<file path="config.mk">
export PLATFORM = sky130hd
export DESIGN_NAME = pc_seq_unit
export DESIGN_NICKNAME = d
export VERILOG_FILES = /design/src/rtl/pc_pkg.sv /design/src/rtl/pc_ras.sv /design/src/rtl/pc_seq_unit.sv
export SDC_FILE = /design/constraint.sdc
export NUM_CORES = 1
export LEC_CHECK = 0
export CORE_UTILIZATION = 54
export DETAILED_ROUTE_END_ITERATION = 7
export PLACE_DENSITY = 0.9
export SLEW_MARGIN = 5
export SYNTH_ARGS = -nofsm -noshare
export SYNTH_HDL_FRONTEND = slang
export SYNTH_SLANG_ARGS = --single-unit
</file>
<file path="constraint.sdc">
create_clock -name clk -period 4.2 [get_ports clk]
set_input_delay 1.05 -clock clk [delete_from_list [all_inputs] [get_ports clk]]
set_output_delay 1.05 -clock clk [all_outputs]
set_load 0.01 [all_outputs]
</file>
<file path="src/rtl/pc_pkg.sv">
// pc_pkg: next-PC mode encodings shared by the PC sequencer and its bench.
// No ports; provides PC_MODE_W and the PC_* mode constants.
package pc_pkg;
   localparam int PC_MODE_W = 3;
   localparam logic [PC_MODE_W-1:0] PC_SEQ  = 3'd0;
   localparam logic [PC_MODE_W-1:0] PC_BREL = 3'd1;
   localparam logic [PC_MODE_W-1:0] PC_JABS = 3'd2;
   localparam logic [PC_MODE_W-1:0] PC_JREG = 3'd3;
   localparam logic [PC_MODE_W-1:0] PC_CALL = 3'd4;
   localparam logic [PC_MODE_W-1:0] PC_RET  = 3'd5;
endpackage

</file>
<file path="src/rtl/pc_ras.sv">
// pc_ras: circular return-address stack with saturating level and sticky flags.
// Ports: clk, rst (sync, active-low), push/pop requests, push_data in,
// top_data (entry[wp-1]) out, level (valid entries) out, ovf/unf sticky out.
module pc_ras
   import pc_pkg::*;
#(
   parameter int PC_W      = 10,
   parameter int RAS_DEPTH = 4
) (
   input  logic                       clk,
   input  logic                       rst,
   input  logic                       push,
   input  logic                       pop,
   input  logic [PC_W-1:0]            push_data,
   output logic [PC_W-1:0]            top_data,
   output logic [$clog2(RAS_DEPTH):0] level,
   output logic                       ovf,
   output logic                       unf
);
   localparam int AW = $clog2(RAS_DEPTH);
   localparam int LW = AW + 1;
   logic [PC_W-1:0] mem_q [RAS_DEPTH];
   logic [AW-1:0]   wp_q, wp_d, wp_m1;
   logic [LW-1:0]   level_q, level_d;
   logic            ovf_q, ovf_d, unf_q, unf_d;
   logic            full, empty, do_pop;
   assign wp_m1    = wp_q - AW'(1);
   assign full     = level_q == LW'(RAS_DEPTH);
   assign empty    = level_q == '0;
   assign do_pop   = pop && !empty;
   assign top_data = mem_q[wp_m1];
   assign level    = level_q;
   assign ovf      = ovf_q;
   assign unf      = unf_q;
   // Pushing into a full stack wraps wp onto the oldest entry, so level saturates.
   always_comb begin
      wp_d    = push ? wp_q + AW'(1) : do_pop ? wp_m1 : wp_q;
      level_d = (push && !full) ? level_q + LW'(1) : do_pop ? level_q - LW'(1) : level_q;
      ovf_d   = ovf_q | (push && full);
      unf_d   = unf_q | (pop && empty);
   end
   always_ff @(posedge clk) begin
      if (!rst) begin
         wp_q    <= '0;
         level_q <= '0;
         ovf_q   <= 1'b0;
         unf_q   <= 1'b0;
      end else begin
         wp_q    <= wp_d;
         level_q <= level_d;
         ovf_q   <= ovf_d;
         unf_q   <= unf_d;
      end
   end
   // Contents need no reset: level=0 already marks every entry invalid.
   always_ff @(posedge clk) begin
      if (rst && push) mem_q[wp_q] <= push_data;
   end
endmodule

</file>
<file path="src/rtl/pc_seq_unit.sv">
// pc_seq_unit: instruction-fetch program counter with branch, jump, call/return.
// Ports: clk, rst (sync, active-low), stall (freeze), mode (next-PC select),
// offset (signed branch offset), target (jump/call/register address),
// count (fetch address), ras_level, ras_ovf, ras_unf (stack status).
module pc_seq_unit
   import pc_pkg::*;
#(
   parameter int PC_W      = 10,
   parameter int OFF_W     = 10,
   parameter int RAS_DEPTH = 4,
   parameter int RESET_PC  = 0
) (
   input  logic                       clk,
   input  logic                       rst,
   input  logic                       stall,
   input  logic [PC_MODE_W-1:0]       mode,
   input  logic [OFF_W-1:0]           offset,
   input  logic [PC_W-1:0]            target,
   output logic [PC_W-1:0]            count,
   output logic [$clog2(RAS_DEPTH):0] ras_level,
   output logic                       ras_ovf,
   output logic                       ras_unf
);
   logic [PC_W-1:0] count_q, count_d, seq_pc, boff, ras_top;
   logic            push, pop, take_jump;
   assign seq_pc    = count_q + PC_W'(1);
   assign boff      = PC_W'($signed(offset));
   assign take_jump = mode == PC_JABS || mode == PC_JREG || mode == PC_CALL;
   assign push      = !stall && mode == PC_CALL;
   assign pop       = !stall && mode == PC_RET;
   // Reserved modes and a return on an empty stack fall through to sequential.
   always_comb begin
      count_d = stall                                ? count_q :
                mode == PC_BREL                      ? count_q + boff :
                take_jump                            ? target :
                (mode == PC_RET && ras_level != '0)  ? ras_top :
                                                       seq_pc;
   end
   always_ff @(posedge clk) begin
      if (!rst) count_q <= PC_W'(RESET_PC);
      else      count_q <= count_d;
   end
   assign count = count_q;
   pc_ras #(
      .PC_W     (PC_W),
      .RAS_DEPTH(RAS_DEPTH)
   ) u_ras (
      .clk      (clk),
      .rst      (rst),
      .push     (push),
      .pop      (pop),
      .push_data(seq_pc),
      .top_data (ras_top),
      .level    (ras_level),
      .ovf      (ras_ovf),
      .unf      (ras_unf)
   );
endmodule

</file>
== After elaboration in Yosys (flattened, before gate mapping) ==
Memory sizes are Yosys's and may differ from the RTL's.
Cells that the tools add are included.

* Latch bits: 0
* Output and inout bits: 15
* Bits in read-only memories: 0
* Memories kept: 1
* Register bits after elaboration: 17
* RAM bits: 40

{| class="wikitable"
|+ Memories
! name !! depth !! bits a word !! rd ports !! clocked after Yosys merged registers in !! write ports !! RTL line !! RTL
|-
| u_ras.mem_q || 4 || 10 || 1 || 0 || 1 || pc_ras.sv:22 || <nowiki>logic [PC_W-1:0] mem_q [RAS_DEPTH];</nowiki>
|}

* Bitwise gates (word level): 2
* Divide/modulo/power cells: 0
* Reductions and logical operators: 17
* Equal/unequal tests: 6
* $add $sub $neg: 6
* Shifts and indexed selects: 0
* Multiplexer cells: 9
* Order comparisons: 0
* $mul: 0

{| class="wikitable"
|+ Operator list
! kind !! number
|-
| $mux 10 || 3
|-
| $add 10x1->10 const B || 1
|-
| $add 10x10->10 || 1
|-
| $eq 3x3->1 const B || 3
|-
| $logic_and 1x1->1 || 8
|-
| $eq 3x2->1 const B || 2
|-
| $mux 3 || 2
|-
| $mux 2 || 2
|-
| $reduce_bool 2->1 || 2
|-
| $add 3x1->3 const B || 1
|-
| $eq 3x1->1 const B || 1
|-
| $logic_not 1->1 || 3
|-
| $logic_not 3->1 || 1
|-
| $reduce_bool 3->1 || 1
|-
| $sub 3x1->3 const B || 1
|-
| $add 2x1->2 const B || 1
|-
| $logic_or 1x1->1 || 2
|-
| $mux 1 || 2
|-
| $or 1x1->1 || 2
|-
| $sub 2x1->2 const B || 1
|}

== Logic depth before layout (Yosys ltp) ==
Gate-level depths: netlist of run 1.

* Depth in word-level cells: 5
* Mapped depth: 9
* Mapped depth without buffers: 7

== Cells and area by module ==
From an unflattened synthesis of run 1, not the netlist that was laid out.

* Cell total of the unflattened synthesis: 282
* Area total of the unflattened synthesis: 3269.4 um2

{| class="wikitable"
|+ By module, submodules not included
! module !! seq. area each (um2) !! cells an instance !! area an instance (um2) !! instances
|-
| pc_ras || 1341.3 || 105 || 1903.1 || 1
|-
| pc_seq_unit || 200.2 || 177 || 1366.3 || 1
|}

== Worst setup path after synthesis of run 1 ==
Ideal clock, no wire load.

* Kind: input-to-reg
* Start: input port mode[1]
* End: register u_ras.level_q[2], in the netlist u_ras.level[2]
* Library setup time: 127 ps
* Data arrival time: 2702 ps
* Cell stages on the path: 8
* Required time: 4073 ps
* Path slack: 1371 ps
* Cell sequence: buf_6 -> or3b_1 -> buf_6 -> a211o_1 -> fa_1 -> mux2i_1 -> xnor2_1 -> nor2_1

* Word-level cells in the longest chain between the ends: 4

{| class="wikitable"
|+ RTL lines
! item !! RTL line !! RTL
|-
| from (decl) || pc_seq_unit.sv:16 || <nowiki>input logic [PC_MODE_W-1:0] mode,</nowiki>
|-
| $eq 3x3->1 (on tied branches) || pc_seq_unit.sv:29, pc_seq_unit.sv:30 ||
|-
| $logic_and 1x1->1 (on tied branches) || pc_seq_unit.sv:29, pc_seq_unit.sv:30 ||
|-
| $logic_and 1x1->1 (on tied branches) || pc_ras.sv:38, pc_ras.sv:30 ||
|-
| $mux 3 or $reduce_bool 2->1 (tied branches) || - ||
|-
| to (signal assigned) || pc_ras.sv:50 || <nowiki>level_q <= level_d;</nowiki>
|-
| to (decl) || pc_ras.sv:24 || <nowiki>logic [LW-1:0] level_q, level_d;</nowiki>
|}

Several ways; a longest one is shown, not always the timed one.
A chain may end at the register's enable or synchronous reset.

== Worst setup path in the final report of run 1 ==
* Start: input port mode[2]
* End: register u_ras.level_q[2], in the netlist u_ras.level[2]

Same word-level chain as after synthesis.

==> results.md, run 1 <==
- The number of antenna violations at the first check in global routing is 0.
- TritonCTS built the clock tree.
- The count of placed standard cells in the final layout, fillers left out is 376.
- The initial utilization of the core area, before any placement, comes to 56.2%.
- At the pin with the least slew margin, the transition time is 0.864 ns.
- Yosys printed 0 warnings.
- The HPWL reported at the end of detailed placement is between 5000 and 6000 um.
- Counting along the longest clock path gives a buffer depth of 2.
- Measured against its own limit, the worst slew margin works out to between 40 and 50%.
- The die covers 6040 um^2.
- The number of nets in the synthesized netlist is 299.
- The first-pass GRT wire length is 11900 um.
- The placed instances occupy a cell area of between 3000 and 4000 um^2.
- After clock tree synthesis, the clock-pin slew on the worst setup and hold paths is 0.07 ns.
- The post-layout utilization of the core is around 68%.
- In the post-route analysis, the smallest setup slack over all paths is 1.06 ns.
- Clock skew on the completed layout was measured at 0.00877 ns.
- After global routing the overflow that remains totals 0.
- The number of different library cells used by synthesis comes to 54.
- The layout overhead on the synthesized area is 21.7%.
- The analysis attributes to cell leakage a power of 0.00141 uW.
- The largest vdd supply drop is ~210 uV.
- Of the synthesized area, sequential elements account for between 40% and 50%.
- The critical path endpoint is u_ras.level[2].
- Before CTS, the worst setup slack after placement is 0.733 ns.
- The share of post-route cells with drive strength above 1 is 10.2%.
- The number of cells after detailed placement is 360.
- The number of pins exceeding their max-slew limit in the final report is 0.
- At the worst endpoint, the required time is 4.42 ns.
- The iteration count of the initial detailed-routing pass is 6.
- From left edge to right edge, the die measures 77.7 um.
- The worst hold path passes through 2 cells.
- The number of DRC markers after the initial detailed-route iteration is roughly 240.
- Synthesis produced a netlist whose cell count is roughly 260.
- In this run, CTS created clock tree buffers numbering 9.
- Entering global routing, the biggest net connects 21 pins.
- Setup repair after global routing left no endpoint under its margin.
- The critical path is of the in -> reg type.
- The endpoint identified for the worst register-to-register timing path is count[5].
- The routed length per placed instance is 20.0 um.
- Dividing total power by cell area gives a power density of 393 nW/um^2.
- The launch point of the worst reg-to-reg path is u_ras.wp_q[0].
- Summing every instance area after synthesis gives 3090 um^2.
- The maximum level of the CTS H-tree is 3.
- The maximum achievable frequency is 0.318 GHz.
- The number of failing setup endpoints in the final timing report is 0.
- The number of synthesized register bits is 57.
- The setup TNS is 0 ns.
- The post-CTS setup-driven buffer insertion count is 0.
- The final weighted congestion of routability-driven global placement is 0.832.
- In the synthesized netlist the async set-or-reset flop fraction comes to 0%.
- The endpoint class of the critical path is a flop.
- The cell depth of the worst flop-to-flop path is 7.
- The count of nets left with antenna violations once routing finished came out at 0.
- The leading register cell type out of synthesis is sky130_fd_sc_hd__edfxtp_1.
- The final critical-path required period is approximately 3.1 ns.
- With fillers left out, the area of the finished cells amounts to roughly 3800 um^2.
- The height of the die is around 78 um.
- The clock network latency to the later pin of the worst-skew pair is approximately 0.34 ns.
- The tree is rooted in a sky130_fd_sc_hd__clkbuf_8.
- Using the TritonRoute via totals, the vias-per-cell ratio works out to 6.53.
- The highest net fanout along the worst path is 9.
- Summing over every cut layer, the via total after detailed routing is between 2k and 2.5k.
- Tracing the worst setup path back leads to its startpoint at mode[2].
- The tightest min-delay check is of the reg -> reg type.
- The core area is 5510 um^2.
- The clock net sink count is 57.
- The wire length reported by the detailed router is 7520 um.
- The number of standard-cell rows in the floorplan is 27.
- The mean cell area of the mapped netlist is approximately 12 um^2.
- The number of DRC violations after detailed routing is 0.
- The worst register-to-register path has a setup slack of 1.77 ns.
- The arrival time of data at the critical path endpoint is ~3.4 ns.
- The final hold violation count was 0.
- Port buffering added 40 buffers.
- In this run, post-CTS hold repair placed 0 buffers.
- For this design the top-level I/O count stands at 41.
- The number of flops mapped to enable cells by yosys is 40.
- The run finished with clean final reports.
- The worst path uses 74.8% of the clock period.
- At the end of the flow, the number of nets in the layout was between 300 and 400.
- The category of the worst setup path launch point is an input port.
- Max-cap violations in this run came to 0.
- The repair_antennas step left the layout with diodes totalling 0.
- The aggregate global-route resource usage is 26.5%.
- The number of global-route vias before repair is 2398.
- The number of gates resized after CTS was 0.
==> layer usage <==
metal / vias up / GRT usage [%] / part of all wire [%]
met3: 34 / 7.29 / 8.9
met1: 1177 / 33.3 / 39
met2: 164 / 44.0 / 50
met5: - / 0 / 0
li1: 1082 / - / -
met4: 0 / 9.06 / 2.6
==> worst max-delay path, stage by stage <==
cell and delay [ns]:
sky130_fd_sc_hd__clkdlybuf4s50_1 0.64, sky130_fd_sc_hd__or3b_1 0.52, sky130_fd_sc_hd__a211o_1 0.36, sky130_fd_sc_hd__fa_1 0.40
sky130_fd_sc_hd__mux2i_1 0.20, sky130_fd_sc_hd__xnor2_1 0.15, sky130_fd_sc_hd__nor2_1 0.05
==> sequential cells by signal (all words and copies together), names as in the netlist <==
| name | flops |
|---|---|
| u_ras.mem_q | 40 |
| count | 10 |
| u_ras.level | 3 |
| u_ras.wp_q | 2 |
| u_ras.ovf | 1 |
| u_ras.unf | 1 |
==> final cells by class <==
type / instances / area [um^2]
timing repair buffer: 41 / 408
fill: 384 / 1740
multi-input combinational: 182 / 1460
tap: 72 / 90.1
clock inverter: 6 / 106
sequential: 57 / 1540
inverter: 8 / 30.0
clock buffer: 10 / 128
==> cells by family after synthesis <==
group           synth area share, %
simple gates                   12.9
compound gates                 14.0
flops                          49.8
buf+inv                        2.95
xor+xnor                       4.53
fa+ha+maj                      6.96
mux                            8.94
==> power by group <==
group,total (uW),switching [uW],internal [uW],leakage [uW]
registers,640,21.8,619,0.000503
logic,223,116,106,0.000792
clock network,617,226,391,0.000114
total,1480,364,1120,0.00141
==> how the worst min path moves through the flow <==
stage                     startpoint   endpoint  slack [ns]
after global placement     u_ras.unf  u_ras.unf        0.45
after floorplan            u_ras.ovf  u_ras.ovf        0.50
after detailed placement   u_ras.ovf  u_ras.ovf        0.46
after global routing       u_ras.ovf  u_ras.ovf        0.49
after CTS                  u_ras.ovf  u_ras.ovf        0.47
final                      u_ras.ovf  u_ras.ovf        0.47
==> cell usage after synthesis, drive strengths merged, types with 2 or more instances <==
cell / instances / area, um^2
o31ai: 2 / 15.0
inv: 8 / 30.0
nand4: 5 / 31.3
and2: 2 / 12.5
xor2: 4 / 35.0
o21ai: 7 / 35.0
buf: 5 / 42.5
a21o: 8 / 60.1
a21oi: 10 / 50.1
nor3b: 2 / 20.0
nand3b: 2 / 15.0
o221a: 2 / 22.5
fa: 2 / 40.0
o22ai: 2 / 12.5
a31oi: 5 / 31.3
edfxtp: 40 / 1200
nor2b: 4 / 25.0
a221oi: 5 / 43.8
o211a: 2 / 20.0
mux4: 10 / 225
a211o: 5 / 43.8
nor3: 6 / 30.0
nand3: 5 / 25.0
nand2: 10 / 37.5
a211oi: 3 / 22.5
ha: 14 / 175
o211ai: 2 / 15.0
mux2i: 4 / 40.0
nor2: 24 / 95.1
clkbuf: 5 / 18.8
dfxtp: 17 / 340
xnor2: 12 / 105
and3: 5 / 31.3
nor4: 2 / 12.5
==> metrics by stage <==
step	total power (uW)	hold WS, ns
after floorplan	782	0.505
after global placement	859	0.453
after detailed placement	868	0.460
after CTS	1480	0.475
after global routing	1520	0.486
final	1480	0.472
==> layout by cell type (no fill, tap or decap), types with 3 or more instances in the layout <==
cell / Yosys / final
sky130_fd_sc_hd__a21oi_1: 10 / 10
sky130_fd_sc_hd__clkbuf_8: 0 / 9
sky130_fd_sc_hd__nor3_1: 6 / 6
sky130_fd_sc_hd__clkdlybuf4s50_1: 0 / 40
sky130_fd_sc_hd__mux2i_1: 4 / 4
sky130_fd_sc_hd__o21ai_0: 7 / 7
sky130_fd_sc_hd__nand3_1: 5 / 5
sky130_fd_sc_hd__a21o_1: 8 / 8
sky130_fd_sc_hd__a211o_1: 5 / 5
sky130_fd_sc_hd__a31oi_1: 5 / 5
sky130_fd_sc_hd__ha_1: 14 / 14
sky130_fd_sc_hd__mux4_2: 10 / 10
sky130_fd_sc_hd__bufinv_16: 0 / 3
sky130_fd_sc_hd__a221oi_1: 5 / 5
sky130_fd_sc_hd__nor2b_1: 4 / 4
sky130_fd_sc_hd__nor2_1: 22 / 22
sky130_fd_sc_hd__dfxtp_1: 17 / 17
sky130_fd_sc_hd__inv_1: 8 / 8
sky130_fd_sc_hd__xnor2_1: 12 / 12
sky130_fd_sc_hd__a211oi_1: 3 / 3
sky130_fd_sc_hd__nand2_1: 10 / 10
sky130_fd_sc_hd__xor2_1: 4 / 4
sky130_fd_sc_hd__nand4_1: 5 / 5
sky130_fd_sc_hd__and3_1: 5 / 5
sky130_fd_sc_hd__edfxtp_1: 40 / 40
(Power assumes the default switching activity.)
==> run 2: changes to the inputs <==
Settings changed: CORE_UTILIZATION 54 to 50, PLACE_DENSITY 0.9 to 0.88.
Clock period 4.2 ns to 2.56 ns, I/O delays scaled along.
==> results.md, run 2 (same netlist as run 1, synthesis figures left out) <==
- The number of ports placed on the die boundary came to 41 (unchanged).
- The critical-path cell with the highest stage delay is sky130_fd_sc_hd__clkdlybuf4s50_1 (unchanged).
- The sequential share of power is 45.9% (was 43.3%).
- The clock net sink count is 57 (unchanged).
- The number of flip-flops in the largest register is 40 (unchanged).
- The worst slack at placement is -0.328 ns (was 0.733 ns).
- The number of standard-cell rows in the floorplan is 28 (was 27).
- The type of the tightest min-delay check was reg -> reg (unchanged).
- The endpoint class of the critical path is a flop (unchanged).
- The cell chosen for the clock root is sky130_fd_sc_hd__clkbuf_8 (unchanged).
- The largest vdd supply drop is 367 uV (was 213 uV).
- The number of DRC violations after detailed routing is 0 (unchanged).
- The count of placed standard cells in the final layout, fillers left out is 407 (was 376).
- The standard cell area after detailed placement is 3790 um^2 (was 3530 um^2).
- The combinational power share is 17.9% (was 15.0%).
- The part of the power in the clock network is 36.2% (was 41.7%).
- The final non-filler cell area came to 4000 um^2 (was 3760 um^2).
- The worst path uses 96.1% of the clock period.
- Series of cell instances along the critical path: clkdlybuf4s50_1 -> ha_1 -> fa_2 -> a21o_1 -> a221oi_2 -> buf_4 -> xnor2_1 -> a22oi_1 -> o21ai_0 (was clkdlybuf4s50_1 -> or3b_1 -> a211o_1 -> fa_1 -> mux2i_1 -> xnor2_1 -> nor2_1).
- The category of the critical setup timing path is in -> reg (unchanged).
- The TritonCTS clock tree is built (unchanged).
- The wire length reported by the detailed router is 7730 um (was 7520 um).
- The first-pass GRT wire length came to 12000 um (was 11900 um).
- The total internal power is 1670 uW (was 1120 uW).
- The highest net fanout along the worst path was 2 (was 9).
- The number of cells after detailed placement is 391 (was 360).
- The cell type group with the largest total delay on the critical path is compound AO/OA/AOI/OAI gates (was buffers and inverters).
- The stage delay of the slowest cell on the critical path was 0.40 ns (was 0.64 ns).
- The largest buffer count on any clock path is 2 (unchanged).
- The iteration count of the initial detailed-routing pass was 4 (was 6).
- Setup repair after global routing missed its margin: no (unchanged).
- The routed length per placed instance is 19.0 um (was 20.0 um).
- The static leakage is 0.00154 uW (was 0.00141 uW).
- The maximum level of the CTS H-tree was 3 (unchanged).
- The share of post-route cells with drive strength above 1 came to 18.7% (was 10.2%).
- The number of pins exceeding their max-slew limit in the final report is 0 (unchanged).
- The number of failing setup endpoints in the final timing report was 0 (unchanged).
- The areal power density over the cells is 571 nW/um^2 (was 393 nW/um^2).
- The diode insertion count for antenna repair came to 0 (unchanged).
- The register with the most flip-flops is u_ras.mem_q (unchanged).
- The clock network latency to the later pin of the worst-skew pair is 0.33 ns (was 0.34 ns).
- The required time of the critical path is 2.77 ns (was 4.42 ns).
- After layout, the minimum clock period comes to 2.46 ns.
- The total overflow reported by the global router is 0 (unchanged).
- Timing would allow up to between 0.4 and 0.5 GHz.
- The setup slack of the critical path after layout is 0.0995 ns (was 1.06 ns).
- The height of the die is 80.7 um (was 77.7 um).
- The category of the worst setup path launch point is an input port (unchanged).
- The clock skew was 0.00663 ns (was 0.00877 ns).
- The largest net degree at the start of global routing was 13 (was 21).
- The final hold violation count is 0 (unchanged).
- The aggregate global-route resource usage is 25.9% (was 26.5%).
- The HPWL reported at the end of detailed placement was 5670 um (was 5280 um).
- The net switching power of the design is 609 uW (was 364 uW).
- The clock transition at the register clock pins on the worst setup and hold paths after CTS is 0.07 ns (about the same).
- The number of antenna violations at the first check in global routing is 0 (unchanged).
- The number of buffer and inverter stages on the critical path is 2 (was 1).
- The headroom to the max-slew limit is 64.1% (was 42.2%).
- The final weighted congestion of routability-driven global placement is 0.908 (was 0.832).
- The via density per instance came to 6.06 (was 6.53).
- The layout overhead on the synthesized area came to 29.2% (was 21.7%).
- The switching power as a share of total power is 26.7% (was 24.6%).
- The number of buffers added to fix hold violations after cts is 0 (unchanged).
- The actual slew at the worst max-slew pin is 0.534 ns (was 0.864 ns).
- The number of vias in the routed layout is 2468 (was 2457).
- The final net count was 369 (was 341).
- The full die area is 6510 um^2 (was 6040 um^2).
- The number of DRC markers after the initial detailed-route iteration is 124 (was 244).
- The width of the die was 80.7 um (was 77.7 um).
- The effective utilization at floorplan is 52.0% (was 56.2%).
- Status: complete, no violations (unchanged).
- The number of buffer cells added on primary ports is 40 (unchanged).
- Most frequent cells in the layout: sky130_fd_sc_hd__clkdlybuf4s50_1 (40), sky130_fd_sc_hd__edfxtp_1 (40), sky130_fd_sc_hd__buf_4 (25), sky130_fd_sc_hd__nor2_1 (22), sky130_fd_sc_hd__dfxtp_1 (17) (was sky130_fd_sc_hd__clkdlybuf4s50_1 (40), sky130_fd_sc_hd__edfxtp_1 (40), sky130_fd_sc_hd__nor2_1 (22), sky130_fd_sc_hd__dfxtp_1 (17), sky130_fd_sc_hd__ha_1 (14)).
- The post-route antenna net violation count is 0 (unchanged).
- The total clock buffers created by CTS is 9 (unchanged).
- The number of maximum-capacitance violations was 0 (unchanged).
- The post-CTS setup-driven buffer insertion count is 0 (unchanged).
- The core area is 5960 um^2 (was 5510 um^2).
- The number of global-route vias before repair is 2425 (was 2398).
- The arrival time of data at the critical path endpoint is 2.67 ns (was 3.37 ns).
==> run 2: metal layers <==
layer  track usage (%)  routed length, um  up-vias
met5                 0                  0        -
li1                  -                  -     1140
met1              32.2               3260     1206
met4              8.04                103        0
met3              8.07                590       11
met2              42.8               3780      111
==> run 2: power groups by stage <==
stage                     sequential, uW  combinational, uW  clock [uW]
after global placement              1060                383           0
after CTS                           1050                400         844
after detailed placement            1070                398           0
after floorplan                     1070                215           0
final                               1050                409         827
after global routing                1050                440         888
==> run 2: worst reg2reg max path: cells and delay by family, from the launching register on <==
kind,cells,cell delay (ns)
buf+inv,1,0.09
flops,1,0.40
simple gates,2,0.33
mux,1,0.42
compound gates,2,0.36
fa+ha+maj,1,0.64
==> run 2: path summary, 6_finish.rpt <==
check | start | end | slack, ns | cells past startpoint
min | u_ras.unf | u_ras.unf | 0.48 | 2
min reg2reg | u_ras.unf | u_ras.unf | 0.48 | 2
max reg2reg | u_ras.wp_q[1] | count[9] | 0.22 | 7
max | offset[0] | count[6] | 0.1 | 9
==> run 2: final cells by class <==
class	count	area (um^2)
Fill cell	437	1960
Timing Repair Buffer	69	668
Inverter	8	30.0
Clock buffer	10	128
Sequential cell	57	1540
Clock inverter	6	67.6
Multi-Input combinational cell	182	1470
Tap cell	75	93.8
==> run 2: repair_timing <==
action	in CTS	in global routing
setup endpoints to repair	0	2
resized for setup	0	2
hold endpoints to repair	0	0
==> run 2: through the flow <==
stage	utilization (%)	hold WS, ns	power [uW]	TNS (ns)
after floorplan	-	0.505	1280	0
after global placement	63.7	0.448	1450	-0.810
after detailed placement	63.7	0.470	1460	-1.06
after CTS	67.0	0.485	2290	0
after global routing	67.1	0.507	2380	0
final	67.1	0.477	2280	0
